**config.mk**
```make
export PLATFORM = sky130hd
export DESIGN_NAME = ifu
export DESIGN_NICKNAME = d
export VERILOG_FILES = /design/src/rtl/ifu.sv
export SDC_FILE = /design/constraint.sdc
export NUM_CORES = 1
export LEC_CHECK = 0
export ABC_AREA = 1
export BUFFER_PORTS_ARGS = -buffer_cell sky130_fd_sc_hd__buf_2
export CAP_MARGIN = 5
export CELL_PAD_IN_SITES_DETAIL_PLACEMENT = 0
export CELL_PAD_IN_SITES_GLOBAL_PLACEMENT = 2
export CORE_UTILIZATION = 31
export CTS_CLUSTER_SIZE = 24
export DETAILED_ROUTE_END_ITERATION = 7
export GPL_ROUTABILITY_DRIVEN = 0
export HOLD_SLACK_MARGIN = 0.03
export PLACE_DENSITY = 0.9
export REMOVE_ABC_BUFFERS = 1
export SYNTH_ARGS = -nofsm -noshare
export SYNTH_HDL_FRONTEND = slang
export SYNTH_SLANG_ARGS = --single-unit
```
**constraint.sdc**
```tcl
create_clock -name clk -period 17.5 [get_ports clk]
set_input_delay 3.5 -clock clk [delete_from_list [all_inputs] [get_ports clk]]
set_output_delay 3.5 -clock clk [all_outputs]
set_load 0.01 [all_outputs]
```
**src/rtl/ifu.sv**
```systemverilog
// ---------------------------------------------------------------------------
// ifu -- Instruction Fetch Unit
//
// Owns the fetch PC and issues in-order word reads to instruction memory.
// Returned words land in a small FIFO that feeds decode through a
// valid/ready handshake. A redirect from execute flushes the FIFO, retargets
// both PCs and arranges for every still-in-flight response to be discarded.
//
// Ports
//   clk, rst        clock, asynchronous active-high reset
//   ifu_req_*       fetch request channel (valid/ready, word-aligned addr)
//   ifu_rsp_*       fetch response channel (valid, data, err), no backpressure
//   redirect*       single-cycle PC redirect from execute
//   inst_*          instruction stream to decode (valid/ready, inst, pc, fault)
// ---------------------------------------------------------------------------
module ifu #(
    parameter int              XLEN       = 32,
    parameter logic [XLEN-1:0] RESET_PC   = 32'h8000_0000,
    parameter int              FIFO_DEPTH = 2
) (
    input  logic            clk,
    input  logic            rst,

    output logic            ifu_req_valid,
    input  logic            ifu_req_ready,
    output logic [XLEN-1:0] ifu_req_addr,

    input  logic            ifu_rsp_valid,
    input  logic [XLEN-1:0] ifu_rsp_data,
    input  logic            ifu_rsp_err,

    input  logic            redirect,
    input  logic [XLEN-1:0] redirect_pc,

    output logic            inst_valid,
    input  logic            inst_ready,
    output logic [XLEN-1:0] inst,
    output logic [XLEN-1:0] inst_pc,
    output logic            inst_fault
);

    // Counter width holds 0..FIFO_DEPTH; pointer width indexes the buffer.
    localparam int CW = $clog2(FIFO_DEPTH + 1);
    localparam int AW = $clog2(FIFO_DEPTH);
    localparam logic [CW:0] DEPTH_C = (CW+1)'(FIFO_DEPTH);

    typedef struct packed {
        logic [XLEN-1:0] data;
        logic [XLEN-1:0] pc;
        logic            err;
    } entry_t;

    entry_t          mem [FIFO_DEPTH];
    logic [AW-1:0]   wr_ptr;
    logic [AW-1:0]   rd_ptr;
    logic [CW-1:0]   count;
    logic [CW-1:0]   outstanding;
    logic [CW-1:0]   drop_cnt;
    logic [XLEN-1:0] fetch_pc;
    logic [XLEN-1:0] rsp_pc;

    logic [CW:0]     used;
    logic            have_credit;
    logic            req_fire;
    logic            rsp_accept;
    logic            push;
    logic            pop;
    logic [XLEN-1:0] target_pc;

    // -----------------------------------------------------------------------
    // Issue control
    //
    // A request is only allowed while outstanding + buffered < depth, so every
    // response is guaranteed a free FIFO slot and the response channel never
    // needs backpressure. rst gates valid so it drops combinationally with the
    // asynchronous reset instead of waiting for a clock.
    // -----------------------------------------------------------------------
    always_comb begin
        used          = {1'b0, outstanding} + {1'b0, count};
        have_credit   = used < DEPTH_C;
        ifu_req_valid = have_credit & ~redirect & ~rst;
        ifu_req_addr  = fetch_pc;
        req_fire      = ifu_req_valid & ifu_req_ready;
    end

    // -----------------------------------------------------------------------
    // Response / pop qualification
    //
    // A response with nothing outstanding is a protocol violation and is
    // ignored entirely so the counters cannot underflow. Redirect wins over
    // both the push of a response and a decode pop in the same cycle.
    // -----------------------------------------------------------------------
    always_comb begin
        rsp_accept = ifu_rsp_valid & (outstanding != '0);
        push       = rsp_accept & ~redirect & (drop_cnt == '0);
        pop        = inst_valid & inst_ready & ~redirect;
        target_pc  = redirect_pc & ~XLEN'(3);
    end

    // -----------------------------------------------------------------------
    // Fetch state
    // -----------------------------------------------------------------------
    always_ff @(posedge clk or posedge rst) begin
        if (rst) begin
            fetch_pc    <= RESET_PC;
            rsp_pc      <= RESET_PC;
            outstanding <= '0;
            drop_cnt    <= '0;
        end else begin
            // Outstanding always tracks the memory side, redirect or not:
            // requests already issued will still come back.
            outstanding <= outstanding + CW'(req_fire) - CW'(rsp_accept);

            if (redirect) begin
                fetch_pc <= target_pc;
                rsp_pc   <= target_pc;
                // Everything still in flight after this cycle is stale.
                // No request issues during redirect, so this equals the
                // post-update outstanding count.
                drop_cnt <= outstanding - CW'(rsp_accept);
            end else begin
                if (req_fire)
                    fetch_pc <= fetch_pc + XLEN'(4);
                if (rsp_accept && drop_cnt != '0)
                    drop_cnt <= drop_cnt - CW'(1);
                if (push)
                    rsp_pc <= rsp_pc + XLEN'(4);
            end
        end
    end

    // -----------------------------------------------------------------------
    // Instruction buffer
    //
    // Storage is reset so the head fields read as zero out of reset. A flush
    // only clears pointers and count; stale contents are masked by
    // inst_valid. Pointers wrap naturally because depth is a power of two.
    // -----------------------------------------------------------------------
    always_ff @(posedge clk or posedge rst) begin
        if (rst) begin
            for (int i = 0; i < FIFO_DEPTH; i++)
                mem[i] <= '0;
            wr_ptr <= '0;
            rd_ptr <= '0;
            count  <= '0;
        end else if (redirect) begin
            wr_ptr <= '0;
            rd_ptr <= '0;
            count  <= '0;
        end else begin
            if (push) begin
                mem[wr_ptr] <= '{data: ifu_rsp_data, pc: rsp_pc, err: ifu_rsp_err};
                wr_ptr      <= wr_ptr + AW'(1);
            end
            if (pop)
                rd_ptr <= rd_ptr + AW'(1);
            case ({push, pop})
                2'b10:   count <= count + CW'(1);
                2'b01:   count <= count - CW'(1);
                default: count <= count;
            endcase
        end
    end

    // Head of the buffer drives decode directly; no bypass from the response
    // port, so a response in cycle N becomes visible in cycle N+1.
    always_comb begin
        inst_valid = (count != '0);
        inst       = mem[rd_ptr].data;
        inst_pc    = mem[rd_ptr].pc;
        inst_fault = mem[rd_ptr].err;
    end

endmodule

```
==> impl_metrics.ini, run 1 <==
[floorplan]
fp.dieH_um = 182.3
die-area_mm2 = 0.03324
ios = 170
std_cell_rows = 65
die_w_um = 182.3
coreArea_mm2 = 0.03180
start_util_pct = 31.70

[clocking]
clk-insertion-delay-late_ns = 0.44
tritoncts.num_buffers = 17
clock_path_buffers = 2
postCtsHoldBufs = 0
cts.sinks = 194
post-cts-setup-buffers = 0
cts_max_level = 4
cts-resized-gates = 0
clk_pin_slew_worst_paths_ns = 0.07
cts_root_buf = clkbuf_16
cts_tree = yes

[routing]
drt_pass1_iterations = 5
num_vias = 8996
vias_per_cell = 4.620
ant_nets = 0
wl_per_cell_um = 14.58
drt_iter0_markers = 588
wirelength_mm = 28.38
post-route-drc-count = 0

[sta]
fin_skew_ns = 0.01653
rsz0062_at_grt = no
period_needed_ns = 8.316
slew_violations = 0
fmax_mhz = 120.3
finalHoldViolCount = 0
setup_violations = 0
slew_headroom_pct = 26.93
fin_setup_tns_ns = 0
period_share_pct = 47.52
holdWs_ns = 0.4838
setup_slack_ns = 9.184
worst_pin_slew_ns = 1.096

[critical_path]
start_kind = input pin
crit_required_ns = 14.00
crit_chain = buf_2 > inv_4 > nand3_1 > inv_1 > buf_2
critical-path-slowest-cell = buf_2
worstPathMaxFanout = 43
arrival_ns = 4.82
ff2ff_setup_slack_ns = 14.32
crit_top_cell = buf_2
crit_path_end_kind = primary output
max_stage_delay_ns = 0.55
r2r-start = outstanding[0]
r2r_end = ifu_req_addr[15]
r2r_cells = 10
crit_type = input pin to primary output

[logic_synthesis]
ys_ff_latch = 194
synth.distinct_cells = 40
syn-cell-area_mm2 = 0.01008
synthFlopType = dfrtp_1
yosys_warnings = 0
syn_inst = 1370
synth-edff-count = 0
seq_area_frac_synth_pct = 48.19
syn_avg_cell_area_um2 = 7.357
synthArstFlopShare_pct = 100.0

[power_and_ir_drop]
finalPower_mw = 1.585
combPwrFrac_pct = 32.2
p_int_mw = 0.9689
seqPwrFrac_pct = 43.5
swShare_pct = 38.89
p_clk_share_pct = 24.2
p_sw_mw = 0.6166
irDropWorstVdd_mv = 0.06671
leakage_nw = 6.074
power_density_mw_per_mm2 = 135.2

[place]
post-place-ws_ns = 9.174
hpwl_mm = 19.60
io_buffers = 163

[grt]
grt_pass1_vias = 8457
track_usage_pct = 17.58
grt_start_max_net_pins = 127
grt_antenna_before_repair = 0
gr-total-overflow = 0
grt_pass1_wl_mm = 45.89

[status]
outcome = finished, final reports clean

[finish]
antennaDiodeCount = 0
nNetsFinal = 1577
drive_gt1_share_pct = 14.62
final_util_pct = 36.89
syn_to_final_growth_pct = 16.37

[worst_hold_path]
hp-start = mem[82]
holdPathStages = 2
holdPathEnd = mem[82]
hold_path_class = flop to flop

[flow_run]
maxCapViolCount = 0
[cell usage after synthesis (13+ instances only)]
cell | instances | area [um2]
nor2_1 | 87 | 326.6
inv_1 | 127 | 476.7
o211ai_1 | 13 | 97.59
o21ai_1 | 39 | 195.2
nand4_1 | 13 | 81.33
nand2_1 | 574 | 2155
dfrtp_1 | 192 | 4805
clkbuf_1 | 30 | 112.6
xor2_1 | 17 | 148.9
buf_2 | 15 | 75.07
nand3_1 | 59 | 295.3
o21ai_0 | 118 | 590.6
[power by group through the flow]
stage               Clock (mW)  Combinational (mW)  Sequential [mW]
floorplan                    0               0.329            0.680
global placement             0               0.509            0.694
detailed placement           0               0.520            0.698
CTS                      0.397               0.521            0.691
global route             0.414               0.592            0.712
finish                   0.384               0.511            0.690
[cells in the final DEF, fill, tap and decap left out, drive strengths merged, types with 3 or more instances in the layout]
master,instances
nand3,59
clkbuf,17
nor2,91
dfrtp,192
o21ai,161
o211ai,13
nand3b,5
nand4,13
buf,168
xor2,17
a31oi,3
clkinv,7
xnor2,3
conb,4
ha,6
o31ai,3
a21oi,7
inv,138
o21bai,3
nand2,578
nor3,11
[cell families after synthesis]
group	count (synthesis)	synth area share (%)
compound gates	196	10.56
xor+xnor	20	1.738
buf+inv	192	8.280
fa+ha+maj	7	0.9434
other cells	1	0.03720
simple gates	760	30.25
flops	194	48.19
[critical path, delay by kind of cell]
family                 cells  cell delay [ns]
buffers and inverters      4             1.10
and+or+nand+nor            1             0.19
[layout make-up]
class	count	area, um2
inverters	131	504.2
well taps	435	544.3
multi-input cells	987	4399
fillers	3464	20070
clock inverters	15	145.1
clock buffers	17	425.4
flip-flops and latches	194	4858
repair buffers	168	853.3
[how the worst max path moves through the flow]
stage | from | to | slack (ns) | cells after the start
4_1_cts | redirect | ifu_req_valid | 9.17 | 5
2_1_floorplan | rst | ifu_req_valid | 6.03 | 3
3_5_place_dp | redirect | ifu_req_valid | 9.17 | 5
6_report | redirect | ifu_req_valid | 9.18 | 5
5_1_grt | redirect | ifu_req_valid | 9.07 | 5
3_3_place_gp | redirect | ifu_req_valid | 9.17 | 5
[registers in the layout, indices dropped and copies added, names as in the netlist]
register	flops
wr_ptr	1
rd_ptr	1
count	2
rsp_pc	30
ifu_req_addr	30
outstanding	2
mem	126
drop_cnt	2
[metal layers]
| layer | track usage, % | share of wire, % | vias to the layer above |
|---|---|---|---|
| met5 | 0 | 0 | - |
| met4 | 4.639 | 1.7 | 0 |
| met3 | 2.355 | 4.2 | 27 |
| met2 | 27.30 | 45 | 223 |
| met1 | 25.61 | 50 | 4180 |
| li1 | - | - | 4566 |
[stage by stage]
stage | area (um2) | instances
2_1_floorplan | 9753 | 1312
3_3_place_gp | 11160 | 1915
3_5_place_dp | 11160 | 1915
4_1_cts | 11730 | 1947
5_1_grt | 11730 | 1947
6_report | 11730 | 1947
No activity file was read; power rests on OpenSTA's default activity.
==> run 2, diff against run 1 <==
ABC_AREA = 0   (was 1)
PLACE_DENSITY = 0.81   (was 0.9)
clock period = 8.4 ns   (was 17.5 ns; I/O delays follow)
==> run 2 against run 1 <==
  * Combinational power up 100%
  * Highest routed layer is now met5
  * Non-clock buffer count up 2
  * Clock skew about the same
  * Critical path depth down 1
  * Count of clock-buffer cells in the layout up 2
  * Worst hold slack better by 0.018 ns
  * Die area down 4.7%
  * Core utilization up 0.22 points
  * Via count down 24%
==> impl_metrics.ini, run 2 <==
[sta]
rsz0062_at_grt = no
period_share_pct = 51.48
period_needed_ns = 4.325
fmax_mhz = 231.2
worst_pin_slew_ns = 1.026
fin_skew_ns = 0.01636
fin_setup_tns_ns = 0
setup_slack_ns = 4.075
slew_headroom_pct = 31.60
slew_violations = 0
finalHoldViolCount = 0
setup_violations = 0

[grt]
grt_start_max_net_pins = 129
gr-total-overflow = 0
grt_pass1_wl_mm = 38.11
grt_pass1_vias = 6746
grt_antenna_before_repair = 1
track_usage_pct = 15.76

[critical_path]
crit_top_cell = buf_2
r2r_cells = 7
worstPathMaxFanout = 55
crit_chain = buf_2 > buf_4 > nor4_1 > buf_2
arrival_ns = 2.64
ff2ff_setup_slack_ns = 5.38
crit_type = input pin to primary output
crit_buf_inv = 3
crit_path_end_kind = primary output
max_stage_delay_ns = 0.36
crit_start = redirect
path_depth = 4
critPathTopFamily = buffers and inverters
r2r-start = outstanding[0]
start_kind = input pin
crit_required_ns = 6.72
r2r_end = ifu_req_addr[29]
cp-endpoint = ifu_req_valid
critical-path-slowest-cell = nor4_1

[floorplan]
coreArea_mm2 = 0.03051
fp.dieH_um = 178.0
start_util_pct = 31.48
die_w_um = 178.0
die-area_mm2 = 0.03169
ios = 170
std_cell_rows = 64

[logic_synthesis]
synthFlopType = dfrtp_1
synth.distinct_cells = 59
ys_ff_latch = 194
syn_inst = 803
yosysMostFrequentCell = mux2_2
syn_avg_cell_area_um2 = 11.96
yosys_warnings = 0
syn-cell-area_mm2 = 0.009603
synthTopCellsByArea = dfrtp_1, mux2_2, xnor2_1
yosysTopAreaCell = dfrtp_1
synth-edff-count = 0
synthArstFlopShare_pct = 100.0
synth_common_cells = mux2_2, dfrtp_1, nor2_1
synth_top_area_share_pct = 50.03
seq_area_frac_synth_pct = 50.58

[clocking]
clk-insertion-delay-late_ns = 0.44
postCtsHoldBufs = 0
tritoncts.num_buffers = 17
cts.sinks = 194
post-cts-setup-buffers = 0
cts-resized-gates = 0
cts_root_buf = clkbuf_16
clock_path_buffers = 2
cts_tree = yes
clk_pin_slew_worst_paths_ns = 0.06
cts_max_level = 4

[flow_run]
maxCapViolCount = 0

[finish]
top_register = mem
largest_register_ffs = 126
syn_to_final_growth_pct = 17.89
drive_gt1_share_pct = 43.89
nNetsFinal = 1022
final_common_cell = mux2_2
final_cell_mix = mux2_2, dfrtp_1, buf_2
antennaDiodeCount = 0

[routing]
wl_per_cell_um = 17.98
vias_per_cell = 5.070
ant_nets = 0
drt_iter0_markers = 289
post-route-drc-count = 0
num_vias = 6860
wirelength_mm = 24.33
drt_pass1_iterations = 4

[place]
io_buffers = 163
post-place-ws_ns = 4.063
hpwl_mm = 16.25

[status]
outcome = finished, final reports clean

[power_and_ir_drop]
finalPower_mw = 3.249
seqPwrFrac_pct = 43.5
leakage_nw = 4.932
combPwrFrac_pct = 31.9
p_int_mw = 2.204
power_density_mw_per_mm2 = 287.0
p_sw_mw = 1.045
p_clk_share_pct = 24.6
irDropWorstVdd_mv = 0.1468
swShare_pct = 32.16

[worst_hold_path]
hold_path_class = flop to flop
## run 2: cell types whose count changed in the layout (fill, tap and decap cells not counted), sizes merged, moves of 12 or more
| cell | previous run | this run |
|---|---|---|
| nand2 | 578 | 33 |
| mux2 | 0 | 200 |
| o21ai | 161 | 11 |
| inv | 138 | 22 |
| nor2 | 91 | 43 |
| nand3 | 59 | 22 |
| xnor2 | 3 | 20 |
| a211oi | 0 | 16 |
| a31oi | 3 | 19 |
| or4 | 0 | 15 |
| o31ai | 3 | 16 |
| xor2 | 17 | 4 |
| and4 | 0 | 12 |
| o211ai | 13 | 1 |
## run 2: stage by stage
| stage | std cells | utilization (%) | area, um2 | hold slack (ns) |
|---|---|---|---|---|
| after floorplan | 755 | - | 9371 | 0.4751 |
| after global placement | 1321 | 35.26 | 10760 | 0.4836 |
| after detailed placement | 1321 | 35.26 | 10760 | 0.4904 |
| after CTS | 1353 | 37.11 | 11320 | 0.5065 |
| after global routing | 1353 | 37.11 | 11320 | 0.5217 |
| final | 1353 | 37.11 | 11320 | 0.5015 |
## run 2: final cells by class
cell class	instances	area (um2)
repair buffers	170	868.3
flip-flops and latches	194	4861
well taps	396	495.5
fillers	3053	19190
clock inverters	13	130.1
inverters	17	71.32
multi-input cells	544	4462
clock buffers	19	432.9
## run 2: kinds of logic (layout without fill, tap and decap cells)
kind of cell	count (synthesis)	in the layout	synth area share, %
other	1	4	0.03905
buffers and inverters	68	219	3.192
AND/OR/NAND/NOR	217	217	12.85
multiplexers	203	203	23.77
adder cells (fa/ha/maj)	7	7	0.9902
flip-flops	194	194	50.58
AO/OA/AOI/OAI	89	89	6.398
XOR/XNOR	24	24	2.189
## run 2: per-layer routing
layer / vias up / GRT usage [%] / wire length (um) / part of all wire [%]
met5: - / 0 / 17 / 0.070
met4: 2 / 4.309 / 317 / 1.3
met3: 20 / 4.966 / 1503 / 6.2
met2: 139 / 24.50 / 11280 / 46
met1: 3438 / 21.03 / 11200 / 46
li1: 3261 / - / - / -
## run 2: how the worst min path moves through the flow
| stage | slack [ns] | depth (start not counted) | end | startpoint |
|---|---|---|---|---|
| floorplan | 0.48 | 1 | mem[0] | mem[0] |
| global placement | 0.48 | 1 | mem[33] | mem[33] |
| detailed placement | 0.49 | 1 | mem[10] | mem[10] |
| CTS | 0.51 | 1 | mem[24] | mem[24] |
| global route | 0.52 | 1 | mem[84] | mem[84] |
| finish | 0.50 | 1 | mem[29] | mem[29] |
## run 2: power by group through the flow
| stage | clock network [mW] | registers [mW] | logic (mW) |
|---|---|---|---|
| finish | 0.798 | 1.41 | 1.04 |
| global route | 0.870 | 1.46 | 1.14 |
| CTS | 0.834 | 1.42 | 1.06 |
| detailed placement | 0 | 1.44 | 1.05 |
| global placement | 0 | 1.42 | 1.04 |
| floorplan | 0 | 1.37 | 0.724 |
==> run 3, diff against run 2 <==
clock period = 4.2 ns   (was 8.4 ns; I/O delays follow)
==> run 3 against run 2 <==
  * Global-route usage is essentially flat
  * Count of clock-buffer cells in the layout shrank 2
  * Register-to-register slack lost 4.2 ns
  * Largest power group unchanged
==> impl_metrics.ini, run 3 (synthesis gave the netlist of run 2 again) <==
[critical_path]
crit_required_ns = 3.36
arrival_ns = 2.15
crit_type = flop to primary output
start_kind = flop
worstPathMaxFanout = 64
crit_path_end_kind = primary output

[sta]
setup_slack_ns = 1.207
worst_pin_slew_ns = 1.004
rsz0062_at_grt = no
period_needed_ns = 2.993
fin_setup_tns_ns = 0
finalHoldViolCount = 0
slew_headroom_pct = 33.09
fmax_mhz = 334.1
fin_skew_ns = 0.01128
period_share_pct = 71.26
holdWs_ns = 0.5005
setup_violations = 0
slew_violations = 0

[grt]
grt_pass1_vias = 6590
gr-total-overflow = 0
track_usage_pct = 15.78
grt_antenna_before_repair = 1
grt_start_max_net_pins = 111
grt_pass1_wl_mm = 38.02

[clocking]
cts-resized-gates = 0
tritoncts.num_buffers = 17
clk-insertion-delay-late_ns = 0.44
post-cts-setup-buffers = 0
cts_tree = yes
cts.sinks = 194
postCtsHoldBufs = 0
clk_pin_slew_worst_paths_ns = 0.08
cts_max_level = 4
clock_path_buffers = 2
cts_root_buf = clkbuf_16

[routing]
post-route-drc-count = 0
wl_per_cell_um = 18.08
drt_pass1_iterations = 6
wirelength_mm = 24.55
vias_per_cell = 5.087
ant_nets = 0
drt_iter0_markers = 353
num_vias = 6908

[finish]
final_common_cell = mux2_2
top_register = mem
instances_no_fill = 1358
nNetsFinal = 1028
multi_input_area_mm2 = 0.004462
seq_area_mm2 = 0.004861
largest_register_ffs = 126
antennaDiodeCount = 0
drive_gt1_share_pct = 44.39
syn_to_final_growth_pct = 19.00
n_fill_cell = 3031
final_cell_mix = mux2_2, dfrtp_1, buf_2

[floorplan]
ios = 170
die-area_mm2 = 0.03169
std_cell_rows = 64
start_util_pct = 31.48
fp.dieH_um = 178.0
die_w_um = 178.0
coreArea_mm2 = 0.03051

[place]
io_buffers = 163
place_inst = 1327
post-place-ws_ns = 1.177
hpwl_mm = 16.93

[power_and_ir_drop]
power_density_mw_per_mm2 = 572.6
leakage_nw = 4.986
irDropWorstVdd_mv = 0.2634
finalPower_mw = 6.543

[worst_hold_path]
hold_path_class = flop to flop

[flow_run]
maxCapViolCount = 0

[status]
outcome = finished, final reports clean
==> run 3: layer usage <==
metal	track usage (%)	share of wire [%]	routed length, um	up-vias
met5	0	0.069	17	-
met2	24.08	46	11360	145
li1	-	-	-	3256
met4	4.202	1.3	320	2
met3	4.049	5.4	1327	20
met1	22.03	47	11520	3485
==> run 3: final cells by class <==
class | instances | area share, %
clock buffers | 17 | 3.723
clock inverters | 14 | 1.303
inverters | 17 | 0.6241
multi-input cells | 544 | 39.05
flip-flops and latches | 194 | 42.54
well taps | 396 | 4.336
repair buffers | 176 | 8.431
==> run 3: worst paths after layout <==
check,from,slack [ns],to,depth (start not counted)
worst max-delay path,rd_ptr,1.21,inst_pc[19],2
worst min-delay path,mem[75],0.50,mem[75],1
worst max register to register,count[0],1.22,ifu_req_addr[28],7
worst min register to register,mem[75],0.50,mem[75],1
max in group asynchronous,rst,2.75,mem[21],3
min in group asynchronous,rst,0.60,mem[3],2
==> run 3: stage by stage <==
stage | utilization, % | area [um2]
after global routing | 37.45 | 11430
after floorplan | - | 9371
final | 37.45 | 11430
after global placement | 35.57 | 10850
after CTS | 37.45 | 11430
after detailed placement | 35.57 | 10850
==> run 3: worst max-delay path, cell delays in order (launching register included) <==
cell and delay, ns:
dfrtp_4 1.09, mux2_2 0.44, buf_2 0.15
==> run 3: report_power, final <==
group          leakage (nW)  total, mW  internal, mW  switching [mW]
Sequential             2.40       2.83          2.42           0.408
Combinational          2.31       2.09          1.17           0.921
Clock                 0.276       1.62         0.838           0.785
Total                  4.99       6.54          4.43            2.11
